<file path="src/rtl/uart_axil_rd_slave_pkg.sv">
// uart_axil_pkg: shared definitions for the AXI-Lite-to-UART bridge read path.
// Contents: register offsets, AXI response codes, read FSM states, and the
// bit positions used in the STATUS, CTRL and RX_DATA registers.
package uart_axil_pkg;

   // Register offsets, decoded from araddr[3:0]
   localparam logic [3:0] UART_RX_DATA = 4'h0;
   localparam logic [3:0] UART_TX_DATA = 4'h4;
   localparam logic [3:0] UART_STATUS  = 4'h8;
   localparam logic [3:0] UART_CTRL    = 4'hC;

   // AXI response codes
   localparam logic [1:0] RESP_OKAY   = 2'b00;
   localparam logic [1:0] RESP_SLVERR = 2'b10;
   localparam logic [1:0] RESP_DECERR = 2'b11;

   typedef enum logic {IDLE, RESP} rd_state_e;

   // STATUS bit positions
   localparam int ST_RX_AVAIL = 0;
   localparam int ST_RX_FULL  = 1;
   localparam int ST_TX_EMPTY = 2;
   localparam int ST_TX_FULL  = 3;
   localparam int ST_OVERRUN  = 4;

   // CTRL bit positions
   localparam int CTRL_RX_IE  = 0;
   localparam int CTRL_OVR_IE = 1;

   // RX_DATA "byte present" flag
   localparam int RX_VALID_BIT = 31;

endpackage

</file>
<file path="src/rtl/uart_axil_rd_slave_if.sv">
// uart_axil_rd_if: AXI-Lite read channel (AR + R) for the UART bridge.
// Signals: araddr, arvalid, arready (AR); rdata, rresp, rvalid, rready (R).
// master modport drives AR and rready; slave modport drives arready and R.
interface uart_axil_rd_if #(
   parameter int AXI_ADDR_WIDTH = 32,
   parameter int AXI_DATA_WIDTH = 32,
   parameter int AXI_RESP_WIDTH = 2
);
   logic [AXI_ADDR_WIDTH-1:0] araddr;
   logic                      arvalid;
   logic                      arready;
   logic [AXI_DATA_WIDTH-1:0] rdata;
   logic [AXI_RESP_WIDTH-1:0] rresp;
   logic                      rvalid;
   logic                      rready;

   modport master (output araddr, arvalid, rready,
                   input  arready, rdata, rresp, rvalid);
   modport slave  (input  araddr, arvalid, rready,
                   output arready, rdata, rresp, rvalid);
endinterface

</file>
<file path="src/rtl/uart_axil_rd_slave_irq.sv">
// uart_irq_gen: sticky RX overrun flag and the registered UART interrupt.
// Ports: clk/rst (async, active-high); rx_push_i, rx_full_i set overrun;
// ovr_clr_i clears it (a set in the same cycle wins); rx_empty_i and the two
// enables feed uart_irq, which lags its sources by one cycle.
module uart_irq_gen (
   input  logic clk,
   input  logic rst,
   input  logic rx_push_i,
   input  logic rx_full_i,
   input  logic ovr_clr_i,
   input  logic rx_empty_i,
   input  logic rx_ie_i,
   input  logic ovr_ie_i,
   output logic overrun_o,
   output logic uart_irq
);
   always_ff @(posedge clk or posedge rst) begin
      if (rst) begin
         overrun_o <= 1'b0;
         uart_irq  <= 1'b0;
      end else begin
         overrun_o <= (rx_push_i & rx_full_i) | (overrun_o & ~ovr_clr_i);
         uart_irq  <= (~rx_empty_i & rx_ie_i) | (overrun_o & ovr_ie_i);
      end
   end
endmodule

</file>
<file path="src/rtl/uart_axil_rd_slave.sv">
// uart_axil_rd_slave: AXI-Lite read responder for the UART bridge.
// Ports: clk, rst (async, active-high); s_axi (read channel, slave modport);
// rx_data_i/rx_empty_i/rx_full_i/rx_push_i from the RX FIFO and receiver,
// rx_pop_o one-cycle pop pulse; tx_empty_i/tx_full_i TX FIFO status;
// ctrl_i control register; uart_irq registered interrupt.
// The response (rdata/rresp) and side effects (pop, overrun clear) are
// decoded combinationally from araddr and committed on the AR handshake.
module uart_axil_rd_slave
   import uart_axil_pkg::*;
#(
   parameter int                      AXI_ADDR_WIDTH = 32,
   parameter int                      AXI_DATA_WIDTH = 32,
   parameter int                      AXI_RESP_WIDTH = 2,
   parameter logic [AXI_ADDR_WIDTH-1:0] BASE_ADDR    = '0
) (
   input  logic        clk,
   input  logic        rst,
   uart_axil_rd_if.slave s_axi,
   input  logic [7:0]  rx_data_i,
   input  logic        rx_empty_i,
   input  logic        rx_full_i,
   input  logic        rx_push_i,
   output logic        rx_pop_o,
   input  logic        tx_empty_i,
   input  logic        tx_full_i,
   input  logic [31:0] ctrl_i,
   output logic        uart_irq
);
   rd_state_e                 state, state_nxt;
   logic                      arready_q, rvalid_q, arready_d, rvalid_d;
   logic [AXI_DATA_WIDTH-1:0] rdata_q, dec_data;
   logic [AXI_RESP_WIDTH-1:0] rresp_q, dec_resp;
   logic                      dec_pop, dec_ovr_clr;
   logic                      ar_hs, r_hs, overrun;
   logic [31:0]               status_w;

   assign ar_hs = s_axi.arvalid & arready_q;
   assign r_hs  = rvalid_q & s_axi.rready;

   // Address decode
   always_comb begin
      status_w              = '0;
      status_w[ST_RX_AVAIL] = ~rx_empty_i;
      status_w[ST_RX_FULL]  = rx_full_i;
      status_w[ST_TX_EMPTY] = tx_empty_i;
      status_w[ST_TX_FULL]  = tx_full_i;
      status_w[ST_OVERRUN]  = overrun;   // pre-clear value is what gets returned

      dec_data    = '0;
      dec_resp    = AXI_RESP_WIDTH'(RESP_OKAY);
      dec_pop     = 1'b0;
      dec_ovr_clr = 1'b0;
      if (s_axi.araddr[AXI_ADDR_WIDTH-1:4] != BASE_ADDR[AXI_ADDR_WIDTH-1:4]) begin
         dec_resp = AXI_RESP_WIDTH'(RESP_DECERR);
      end else if (s_axi.araddr[1:0] != 2'b00) begin
         dec_resp = AXI_RESP_WIDTH'(RESP_SLVERR);
      end else begin
         case (s_axi.araddr[3:0])
            UART_RX_DATA: if (!rx_empty_i) begin
               dec_data = AXI_DATA_WIDTH'({1'b1, 23'd0, rx_data_i});
               dec_pop  = 1'b1;
            end
            UART_STATUS: begin
               dec_data    = AXI_DATA_WIDTH'(status_w);
               dec_ovr_clr = 1'b1;
            end
            UART_CTRL: dec_data = AXI_DATA_WIDTH'(ctrl_i);
            default:   ;  // TX_DATA is write-only: reads return 0, OKAY
         endcase
      end
   end

   // FSM next state; arready/rvalid are registered copies of the next state,
   // so arready stays low for the first cycle after reset release.
   always_comb begin
      state_nxt = state;
      case (state)
         IDLE:    if (ar_hs) state_nxt = RESP;
         RESP:    if (r_hs)  state_nxt = IDLE;
         default: state_nxt = IDLE;
      endcase
      arready_d = (state_nxt == IDLE);
      rvalid_d  = (state_nxt == RESP);
   end

   always_ff @(posedge clk or posedge rst) begin
      if (rst) begin
         state     <= IDLE;
         arready_q <= 1'b0;
         rvalid_q  <= 1'b0;
         rdata_q   <= '0;
         rresp_q   <= '0;
         rx_pop_o  <= 1'b0;
      end else begin
         state     <= state_nxt;
         arready_q <= arready_d;
         rvalid_q  <= rvalid_d;
         rx_pop_o  <= ar_hs & dec_pop;
         if (ar_hs) begin
            rdata_q <= dec_data;
            rresp_q <= dec_resp;
         end
      end
   end

   assign s_axi.arready = arready_q;
   assign s_axi.rvalid  = rvalid_q;
   assign s_axi.rdata   = rdata_q;
   assign s_axi.rresp   = rresp_q;

   uart_irq_gen u_irq (
      .clk        (clk),
      .rst        (rst),
      .rx_push_i  (rx_push_i),
      .rx_full_i  (rx_full_i),
      .ovr_clr_i  (ar_hs & dec_ovr_clr),
      .rx_empty_i (rx_empty_i),
      .rx_ie_i    (ctrl_i[CTRL_RX_IE]),
      .ovr_ie_i   (ctrl_i[CTRL_OVR_IE]),
      .overrun_o  (overrun),
      .uart_irq   (uart_irq)
   );
endmodule

</file>
<file path="src/flat_wrapper.sv">
// flat-port wrapper written by rule: the top's interface ports become plain ports
module uart_axil_rd_slave_flat import uart_axil_pkg::*;
#(
   parameter int                      AXI_ADDR_WIDTH = 32,
   parameter int                      AXI_DATA_WIDTH = 32,
   parameter int                      AXI_RESP_WIDTH = 2,
   parameter logic [AXI_ADDR_WIDTH-1:0] BASE_ADDR    = '0
)
  (clk, rst, rx_data_i, rx_empty_i, rx_full_i, rx_push_i, rx_pop_o, tx_empty_i, tx_full_i, ctrl_i, uart_irq, s_axi_araddr, s_axi_arvalid, s_axi_rready, s_axi_arready, s_axi_rdata, s_axi_rresp, s_axi_rvalid);
  uart_axil_rd_if #(.AXI_ADDR_WIDTH(AXI_ADDR_WIDTH), .AXI_DATA_WIDTH(AXI_DATA_WIDTH), .AXI_RESP_WIDTH(AXI_RESP_WIDTH)) s_axi_i ();
  input  logic clk;
  input  logic rst;
  input  logic [7:0] rx_data_i;
  input  logic rx_empty_i;
  input  logic rx_full_i;
  input  logic rx_push_i;
  output logic rx_pop_o;
  input  logic tx_empty_i;
  input  logic tx_full_i;
  input  logic [31:0] ctrl_i;
  output logic uart_irq;
  input wire logic [$bits(s_axi_i.araddr)-1:0] s_axi_araddr;
  input wire logic [$bits(s_axi_i.arvalid)-1:0] s_axi_arvalid;
  input wire logic [$bits(s_axi_i.rready)-1:0] s_axi_rready;
  output wire logic [$bits(s_axi_i.arready)-1:0] s_axi_arready;
  output wire logic [$bits(s_axi_i.rdata)-1:0] s_axi_rdata;
  output wire logic [$bits(s_axi_i.rresp)-1:0] s_axi_rresp;
  output wire logic [$bits(s_axi_i.rvalid)-1:0] s_axi_rvalid;
  assign s_axi_i.araddr = s_axi_araddr;
  assign s_axi_i.arvalid = s_axi_arvalid;
  assign s_axi_i.rready = s_axi_rready;
  assign s_axi_arready = s_axi_i.arready;
  assign s_axi_rdata = s_axi_i.rdata;
  assign s_axi_rresp = s_axi_i.rresp;
  assign s_axi_rvalid = s_axi_i.rvalid;
  uart_axil_rd_slave #(.AXI_ADDR_WIDTH(AXI_ADDR_WIDTH), .AXI_DATA_WIDTH(AXI_DATA_WIDTH), .AXI_RESP_WIDTH(AXI_RESP_WIDTH), .BASE_ADDR(BASE_ADDR)) u_core (.clk(clk), .rst(rst), .s_axi(s_axi_i), .rx_data_i(rx_data_i), .rx_empty_i(rx_empty_i), .rx_full_i(rx_full_i), .rx_push_i(rx_push_i), .rx_pop_o(rx_pop_o), .tx_empty_i(tx_empty_i), .tx_full_i(tx_full_i), .ctrl_i(ctrl_i), .uart_irq(uart_irq));
endmodule
</file>
<file path="config.mk">
export PLATFORM = sky130hd
export DESIGN_NAME = uart_axil_rd_slave_flat
export DESIGN_NICKNAME = d
export VERILOG_FILES = /design/src/rtl/uart_axil_rd_slave_pkg.sv /design/src/rtl/uart_axil_rd_slave_if.sv /design/src/rtl/uart_axil_rd_slave_irq.sv /design/src/rtl/uart_axil_rd_slave.sv /design/src/flat_wrapper.sv
export SDC_FILE = /design/constraint.sdc
export NUM_CORES = 1
export LEC_CHECK = 0
export ABC_AREA = 1
export BUFFER_PORTS_ARGS = -buffer_cell sky130_fd_sc_hd__buf_2
export CORE_AREA = 2 2 88 90
export CTS_BUF_LIST = sky130_fd_sc_hd__clkbuf_8 sky130_fd_sc_hd__clkbuf_16
export DETAILED_ROUTE_END_ITERATION = 8
export DIE_AREA = 0 0 90 92
export MAX_ROUTING_LAYER = met4
export PLACE_DENSITY = 0.6
export SYNTH_ARGS = -nofsm -noshare
export SYNTH_HDL_FRONTEND = slang
export SYNTH_HIERARCHICAL = 1
export SYNTH_SLANG_ARGS = --single-unit
export TNS_END_PERCENT = 5
</file>
<file path="constraint.sdc">
create_clock -name clk -period 1.1 [get_ports clk]
set_input_delay 0.11 -clock clk [delete_from_list [all_inputs] [get_ports clk]]
set_output_delay 0.11 -clock clk [all_outputs]
set_load 0.005 [all_outputs]
</file>
### Yosys cells after proc, flatten, opt, wreduce, memory -nomap -nowiden

Index checks and enable logic that the tools add are counted.
Widths: inputs -> output; s select.

* divide/modulo/power cells: 0
* multiplexer cells: 16
* add/sub/neg operators: 0
* bitwise operators: 14
* reductions and logical operators: 3
* multipliers: 0
* shift-type cells: 0
* equality and inequality tests: 2
* magnitude comparators: 0

Operators with widths (number)
* $mux 32: 3
* $pmux 32 s3: 1
* $reduce_bool 28->1: 1
* $mux 1: 9
* $and 1x1->1: 8
* $eq 4x4->1 const B: 2
* $logic_not 4->1: 1
* $mux 2: 2
* $not 1->1: 4
* $or 1x1->1: 2
* $pmux 1 s2: 1
* $reduce_bool 2->1: 1

* word-level logic and storage cells: 42
* memories kept: 0
* flip-flop bits (word level): 39
* memory bits (read-only): 0
* bits in writable memories: 0
* bits of input ports: 81
* latch bits: 0

### Logic depth before layout (Yosys ltp)

Gate-level depths: netlist (run 1).

* depth in word-level cells: 8
* depth in mapped cells: 10

### Modules after synthesis

Netlist (run 1), hierarchy kept.

Modules (own cells, without submodules)
* uart_axil_rd_slave: cells each 280, instances 1, area each 2042.0 sq um
* uart_irq_gen: cells each 11, instances 1, area each 83.8 sq um

### Least setup slack after synthesis (run 1)

OpenSTA, ideal clock, no wires.

* path kind: register to register
* start point: register u_core.arready_q (netlist: u_core/s_axi.arready)
* end point: register u_core.rdata_q[27] (netlist: u_core/s_axi.rdata[27])
* clock period less this slack: 1.062 ns
* stages on the path, launching flop included: 6
* data arrival time: 0.944 ns
* setup time: 0.117 ns
* path slack: 0.038 ns
* path through: dfrtp_1 -> nand2_1 -> inv_1 -> buf_4 -> nand3_1 -> nand2_1

* longest elaborated chain between the ends: 1

Ends and longest elaborated chain
* start: declaration: RTL line uart_axil_rd_slave.sv:30 `logic arready_q, rvalid_q, arready_d, rvalid_d;`
* start signal: assignment: RTL line uart_axil_rd_slave.sv:96 `arready_q <= arready_d;`
* $and 1x1->1: RTL line uart_axil_rd_slave.sv:37 `assign ar_hs = s_axi.arvalid & arready_q;`
* end signal: assignment: RTL line uart_axil_rd_slave.sv:100 `rdata_q <= dec_data;`
* end: declaration: RTL line uart_axil_rd_slave.sv:31 `logic [AXI_DATA_WIDTH-1:0] rdata_q, dec_data;`

No other way between the ends.
A chain may end at the register's enable or synchronous reset.

### Final worst setup path (run 1)

* start point: register u_core.arready_q (netlist: u_core/s_axi.arready)
* end point: register u_core.rdata_q[8] (netlist: u_core/s_axi.rdata[8])

The elaborated chain is that of the path after synthesis.

==> results by group, run 1 <==
Outcome
  – Status: complete, no violations

Placed design
  – Cell Area, Placed: 2900 sq um
  – Detailed Place HPWL: 4450 um
  – Port Buf Inserts: 118
  – Placer Congestion: 0.805

STA
  – Endpoints failing hold: 0
  – Hold Worst Slack: 0.0405 ns
  – Tightest Pin Transition: 0.225 ns
  – Post-route setup TNS: 0 ns
  – RSZ-0062 raised after global routing: yes
  – Final setup viols: 0
  – Clock Skew: 0.00501 ns
  – Final slew viol count: 0
  – Period minus WS final: 1.05 ns
  – Final Cycle Share: 95.1%
  – Worst relative slew slack: 85.0%
  – FMAX: 956 MHz

Logic synthesis
  – Post-Syn Nets: 372
  – Most frequent cell after synthesis: nand2_1
  – Area fraction of the dominant cell type after synthesis: 45.9%
  – Avg Cell Area, Syn: 7.31 sq um
  – Post-synth ARST share: 100%
  – Distinct cells, synth: 20
  – Post-synth EDFFs: 0
  – Syn Std Cell Area: 2130 sq um
  – Synth warnings: 6
  – Seq/Total Area, Yosys: 45.9%
  – Post-Synthesis Cells: 291
  – Number of synthesized register bits: 39
  – Post-synth top cells: 93 x nand2_1, 44 x nor2_1, 39 x dfrtp_1, 39 x nand3_1, 35 x inv_1
  – Synth area leaders: dfrtp_1 46%, nand2_1 16%, nand3_1 9.2%
  – Yosys top cell by area: dfrtp_1
  – Ys flop type: dfrtp_1

Global routing
  – Initial antenna violation count: 0
  – Largest net degree at the start of global routing: 38
  – Total gr overflow: 0
  – Global-route wire length before repair: 9690 um
  – GRT Total Usage: 14.7%
  – Vias in the first global route: 2117

Pwr
  – VDD IR max: 447 uV
  – Pwr dens: 1070 nW/um^2
  – Flop pwr share: 46.2%
  – Clock power frac: 31.6%
  – Pleak: 1.90 nW
  – Pint: 2.36 mW
  – Total power: 3.26 mW
  – Comb pwr share: 22.2%
  – NetSw: 0.907 mW
  – Switching Share: 27.8%

Critical path
  – Nature of the critical path startpoint: register
  – Crit. End Element: register
  – CP arrival: 1.22 ns
  – Req. time, crit path: 1.28 ns
  – CP max FO: 8
  – Crit path kind: reg -> reg

Routing
  – Drt drc: 0
  – Post-DRT Antenna Nets: 0
  – Final WL: 5830 um
  – Via count: 2246
  – First-pass detailed-route iteration total: 4
  – Initial DRC count: 61
  – Wirelength per Cell: 11.1 um
  – Vias/cell: 4.29

Die
  – Die ar.: 8280 sq um
  – Core area: 7450 sq um
  – Die X: 90 um
  – Row cnt: 32
  – I/O pin cnt: 119
  – Starting density of the core: 28.5%
  – Die Span Y: 92 um

Clock network
  – Total clock sinks: 39
  – H-tree levels: 2
  – CTS tree: yes
  – Maximum root-to-sink buffer count: 2
  – Cts bufs inserted: 5
  – Later-pin clock latency in the skew report: 0.29 ns
  – Clock-pin slew on the worst setup and hold paths: 0.08 ns
  – Root buf cell: clkbuf_8

Run
  – Max_cap viols: 0

Layout
  – Final nets: 501
  – Area grow syn2layout: 43.1%
  – Fraction of layout cells with a size suffix above 1: 38.0%
  – # fillers: 803
  – Final Cell Area: 3040 sq um
  – Ant. Diodes: 0

Min path
  – Worst Hold Class: in -> reg
==> path summary, 6_finish.rpt <==
kind	startpoint	slack [ns]	depth (start not counted)	to
setup / recovery	u_core/s_axi.arready	0.05	6	u_core/s_axi.rdata[8]
hold / removal	ctrl_i[1]	0.04	3	u_core/u_irq/uart_irq
setup reg to reg	u_core/s_axi.arready	0.05	6	u_core/s_axi.rdata[8]
hold reg to reg	u_core/s_axi.rdata[0]	0.48	2	u_core/s_axi.rdata[0]
max in group asynchronous	rst	0.51	4	u_core/s_axi.rdata[22]
min in group asynchronous	rst	0.23	3	u_core/u_irq/uart_irq
==> final cells by class <==
class	instances	area [sq um]	share of cell area, %
flip-flops and latches	39	976	32.1
multi-input cells	203	933	30.7
repair buffers	135	771	25.3
inverters	36	135	4.44
well taps	102	128	4.19
clock buffers	7	96.3	3.17
clock inverters	1	3.75	0.123
==> metal layers <==
layer | routed length (um) | GRT usage, % | vias to the layer above
li1 | - | - | 1151
met1 | 2680 | 18.8 | 1016
met2 | 2700 | 23.1 | 73
met5 | 0 | - | -
met4 | 54 | 4.10 | 0
met3 | 392 | 4.11 | 6
==> critical path, cell delays in order (launching register included) <==
cell and delay [ns]:
dfrtp_1 0.38, nand2_2 0.10, inv_2 0.06, buf_12 0.13, buf_4 0.15, nand3_1 0.08
nand2_1 0.05
==> power groups by stage <==
stage | combinational (mW) | clock, mW | sequential, mW
after floorplan | 0.318 | 0 | 1.54
after global placement | 0.674 | 0 | 1.53
after detailed placement | 0.682 | 0 | 1.53
after CTS | 0.692 | 1.08 | 1.51
after global routing | 0.806 | 1.14 | 1.51
final | 0.724 | 1.03 | 1.51
==> cells in the final DEF (no fill, tap or decap) <==
master,n
nand2_2,4
inv_2,2
nor2_8,1
buf_4,12
clkbuf_8,7
inv_1,34
nor2_2,3
o21ai_1,1
clkinv_1,1
nand3_1,37
buf_12,4
and2_1,1
a21oi_1,1
nand2_4,1
dfrtp_1,39
nor2_4,2
nand3_2,6
dlygate4sd3_1,1
o21ai_0,1
nand4_1,10
buf_2,118
nand2_1,92
nor2_1,43
==> sequential cells by signal, indices dropped and copies added, names as in the netlist <==
name / flops
u_core/rx_pop_o: 1
u_core/s_axi.arready: 1
u_core/s_axi.rdata: 32
u_core/s_axi.rresp: 2
u_core/s_axi.rvalid: 1
u_core/u_irq/overrun_o: 1
u_core/u_irq/uart_irq: 1
==> cell families after synthesis <==
logic type / count (synthesis) / share of synthesized area (%)
buf+inv: 49 / 10.9
compound gates: 3 / 0.706
flops: 39 / 45.9
simple gates: 200 / 42.5
==> metrics by stage <==
stage	utilization (%)	cells	worst slack [ns]
detailed placement	38.9	511	-0.0431
global placement	38.9	511	-0.0129
finish	40.9	523	0.0541
global route	40.9	523	-0.0474
CTS	40.4	520	0.0237
floorplan	-	291	0.0382
==> timing repair <==
action                     in CTS  in global routing
setup endpoints to repair       3                  7
buffers inserted                0                  3
resized for setup               2                  4
hold endpoints to repair       39                  0
hold buffers                    1                  0
(Power assumes the default switching activity.)
==> inputs of run 2 (changes only) <==
==> constraint.sdc (replaced) <==
create_clock -name clk -period 1.3 [get_ports clk]
set_input_delay 0.13 -clock clk [delete_from_list [all_inputs] [get_ports clk]]
set_output_delay 0.13 -clock clk [all_outputs]
set_load 0.005 [all_outputs]
==> run 2 against run 1 <==
Against the previous run: sequential cell count did not move; routed wire length down 1.2%; utilization shrank 1.3 points; combinational power fell by 22%; via count is 0.40% lower; critical endpoint is now u_core/s_axi.rdata[1].
==> results by group, run 2 (synthesis results as in run 1) <==
Outcome
  – Status: complete, no violations (unchanged)

Critical path
  – R2R Setup Slk: 0.17 ns (was 0.05 ns)
  – Crit. End Element: register (unchanged)
  – CP arrival: 1.36 ns (was 1.22 ns)
  – R2R cell count: 7 (was 6)
  – Max incr delay on CP: 0.34 ns (was 0.38 ns)
  – Crit-path slowest cell: dfrtp_1 (unchanged)
  – Critical Path Start: u_core/s_axi.arready (unchanged)
  – Req. time, crit path: 1.52 ns (was 1.28 ns)
  – Crit Reg-Reg Startpoint: u_core/s_axi.arready (unchanged)
  – Crit path kind: reg -> reg (unchanged)
  – Nature of the critical path startpoint: register (unchanged)
  – CP max FO: 15 (was 8)
  – Reg2reg end: u_core/s_axi.rdata[1] (was u_core/s_axi.rdata[8])
  – Critical path, cell by cell: nand2_1 > inv_1 > buf_12 > nand2_1 > nor2_2 > nand3_1 > nand2_1 (was nand2_2 > inv_2 > buf_12 > buf_4 > nand3_1 > nand2_1)
  – CP most frequent cell: nand2_1

Min path
  – Worst Hold Class: in -> reg (unchanged)
  – Hold Startpoint: ctrl_i[1] (unchanged)
  – Worst hold endpoint: u_core/u_irq/uart_irq (unchanged)
  – Hold path depth: 3 (unchanged)

Die
  – Die X: 90 um (unchanged)
  – Row cnt: 32 (unchanged)
  – Starting density of the core: 28.5% (unchanged)
  – Die ar.: 8280 sq um (unchanged)
  – Core area: 7450 sq um (unchanged)
  – Die Span Y: 92 um (unchanged)
  – I/O pin cnt: 119 (unchanged)

Routing
  – Final WL: 5760 um (was 5830 um)
  – Via count: 2237 (was 2246)
  – Initial DRC count: 73 (was 61)
  – Drt drc: 0 (unchanged)
  – Wirelength per Cell: 11.2 um (was 11.1 um)
  – Vias/cell: 4.34 (was 4.29)
  – First-pass detailed-route iteration total: 4 (unchanged)
  – Post-DRT Antenna Nets: 0 (unchanged)

STA
  – RSZ-0062 raised after global routing: no (was yes)
  – Period minus WS final: 1.13 ns (was 1.05 ns)
  – Post-route setup TNS: 0 ns (unchanged)
  – Tightest Pin Transition: 0.490 ns (was 0.225 ns)
  – Final Cycle Share: 87.2% (was 95.1%)
  – FMAX: 882 MHz (was 956 MHz)
  – Clock Skew: 0.00424 ns (was 0.00501 ns)
  – Final slew viol count: 0 (unchanged)
  – Final setup margin: 0.167 ns (was 0.0541 ns)
  – Final setup viols: 0 (unchanged)
  – Worst relative slew slack: 67.1% (was 85.0%)
  – Endpoints failing hold: 0 (unchanged)

Pwr
  – Total power: 2.56 mW (was 3.26 mW)
  – Pleak: 1.85 nW (was 1.90 nW)
  – Pwr dens: 870 nW/um^2 (was 1070 nW/um^2)
  – VDD IR max: 344 uV (was 447 uV)

Clock network
  – Maximum root-to-sink buffer count: 2 (unchanged)
  – Clock-pin slew on the worst setup and hold paths: 0.07 ns (was 0.08 ns)
  – CTS tree: yes (unchanged)
  – Total clock sinks: 39 (unchanged)
  – H-tree levels: 2 (unchanged)
  – Root buf cell: clkbuf_8 (unchanged)
  – Post CTS Setup Buffer Count: 0 (unchanged)
  – Cts bufs inserted: 5 (unchanged)
  – Later-pin clock latency in the skew report: 0.28 ns (was 0.29 ns)

Layout
  – Ant. Diodes: 0 (unchanged)
  – Fraction of layout cells with a size suffix above 1: 35.8% (was 38.0%)
  – Final Util: 39.5% (was 40.9%)
  – Most common cell after layout, fill and taps aside: buf_2 (unchanged)
  – Final nets: 495 (was 501)
  – Final cell count without fillers: 515 (was 523)
  – Most frequent cells in the layout: 118 x buf_2, 93 x nand2_1, 43 x nor2_1, 39 x nand3_1, 39 x dfrtp_1 (was 118 x buf_2, 92 x nand2_1, 43 x nor2_1, 39 x dfrtp_1, 37 x nand3_1)
  – Area grow syn2layout: 38.6% (was 43.1%)
  – # fillers: 814 (was 803)
  – Max reg flops: 32 (unchanged)

Global routing
  – Initial antenna violation count: 0 (unchanged)
  – Global-route wire length before repair: 10100 um (was 9690 um)
  – Vias in the first global route: 2123 (was 2117)
  – Total gr overflow: 0 (unchanged)
  – Largest net degree at the start of global routing: 25 (was 38)
  – GRT Total Usage: 15.3% (was 14.7%)

Placed design
  – Place WS: 0.132 ns (was -0.0431 ns)
  – Placer Congestion: 0.768 (was 0.805)
  – Detailed Place HPWL: 4440 um (was 4450 um)
  – Placed insts: 508 (was 511)
  – Port Buf Inserts: 118 (unchanged)

Run
  – Max_cap viols: 0 (unchanged)
[run 2: cell types whose count changed in the layout (fill, tap and decap cells not counted), sizes merged]
cell    delta
clkbuf     -2
buf        -6
[run 2: worst max path at each step]
stage / to / slack, ns / cells past startpoint
6_report: u_core/s_axi.rdata[1] / 0.17 / 7
3_3_place_gp: u_core/u_irq/overrun_o / 0.16 / 11
5_1_grt: u_core/u_irq/overrun_o / 0.007 / 8
4_1_cts: u_core/s_axi.rdata[1] / 0.14 / 7
3_5_place_dp: u_core/u_irq/overrun_o / 0.13 / 11
2_1_floorplan: u_core/s_axi.rdata[27] / 0.24 / 5
[run 2: timing repair]
item,4_1_cts,5_1_grt
resized for setup,0,1
hold buffers,1,0
hold endpoints to repair,14,0
endpoints found under the setup margin,0,2
[run 2: final cells by class]
type                       count  area (sq um)  area share, %
clock inverter                 1          3.75          0.127
clock buffer                   5          68.8           2.34
timing repair buffer         129           713           24.2
inverter                      36           135           4.59
tap                          102           128           4.33
multi-input combinational    203           921           31.3
sequential                    39           976           33.1
[run 2: worst max-delay path: cells and delay by family (launching register included)]
family / cells / cell delay [ns]
buffers and inverters: 2 / 0.28
AND/OR/NAND/NOR: 5 / 0.46
flip-flops: 1 / 0.34
[run 2: metrics by stage]
stage	hold WS, ns	cell area [sq um]
6_report	0.0639	2950
5_1_grt	0.0876	2950
4_1_cts	0.0543	2940
3_5_place_dp	0.00887	2860
3_3_place_gp	0.00406	2860
2_1_floorplan	-0.129	2130
[run 2: routing by layer]
layer,vias up,GRT usage (%),routed length [um]
li1,1138,-,-
met1,1007,19.1,2660
met2,85,25.0,2650
met3,7,4.19,393
met4,0,3.72,51
met5,-,-,0
[run 2: power breakdown]
part	internal, mW	leakage [nW]	total, mW	switching (mW)
sequential	1.25	0.524	1.27	0.0189
clock	0.350	0.0413	0.729	0.379
combinational	0.225	1.28	0.562	0.337
total	1.83	1.85	2.56	0.735
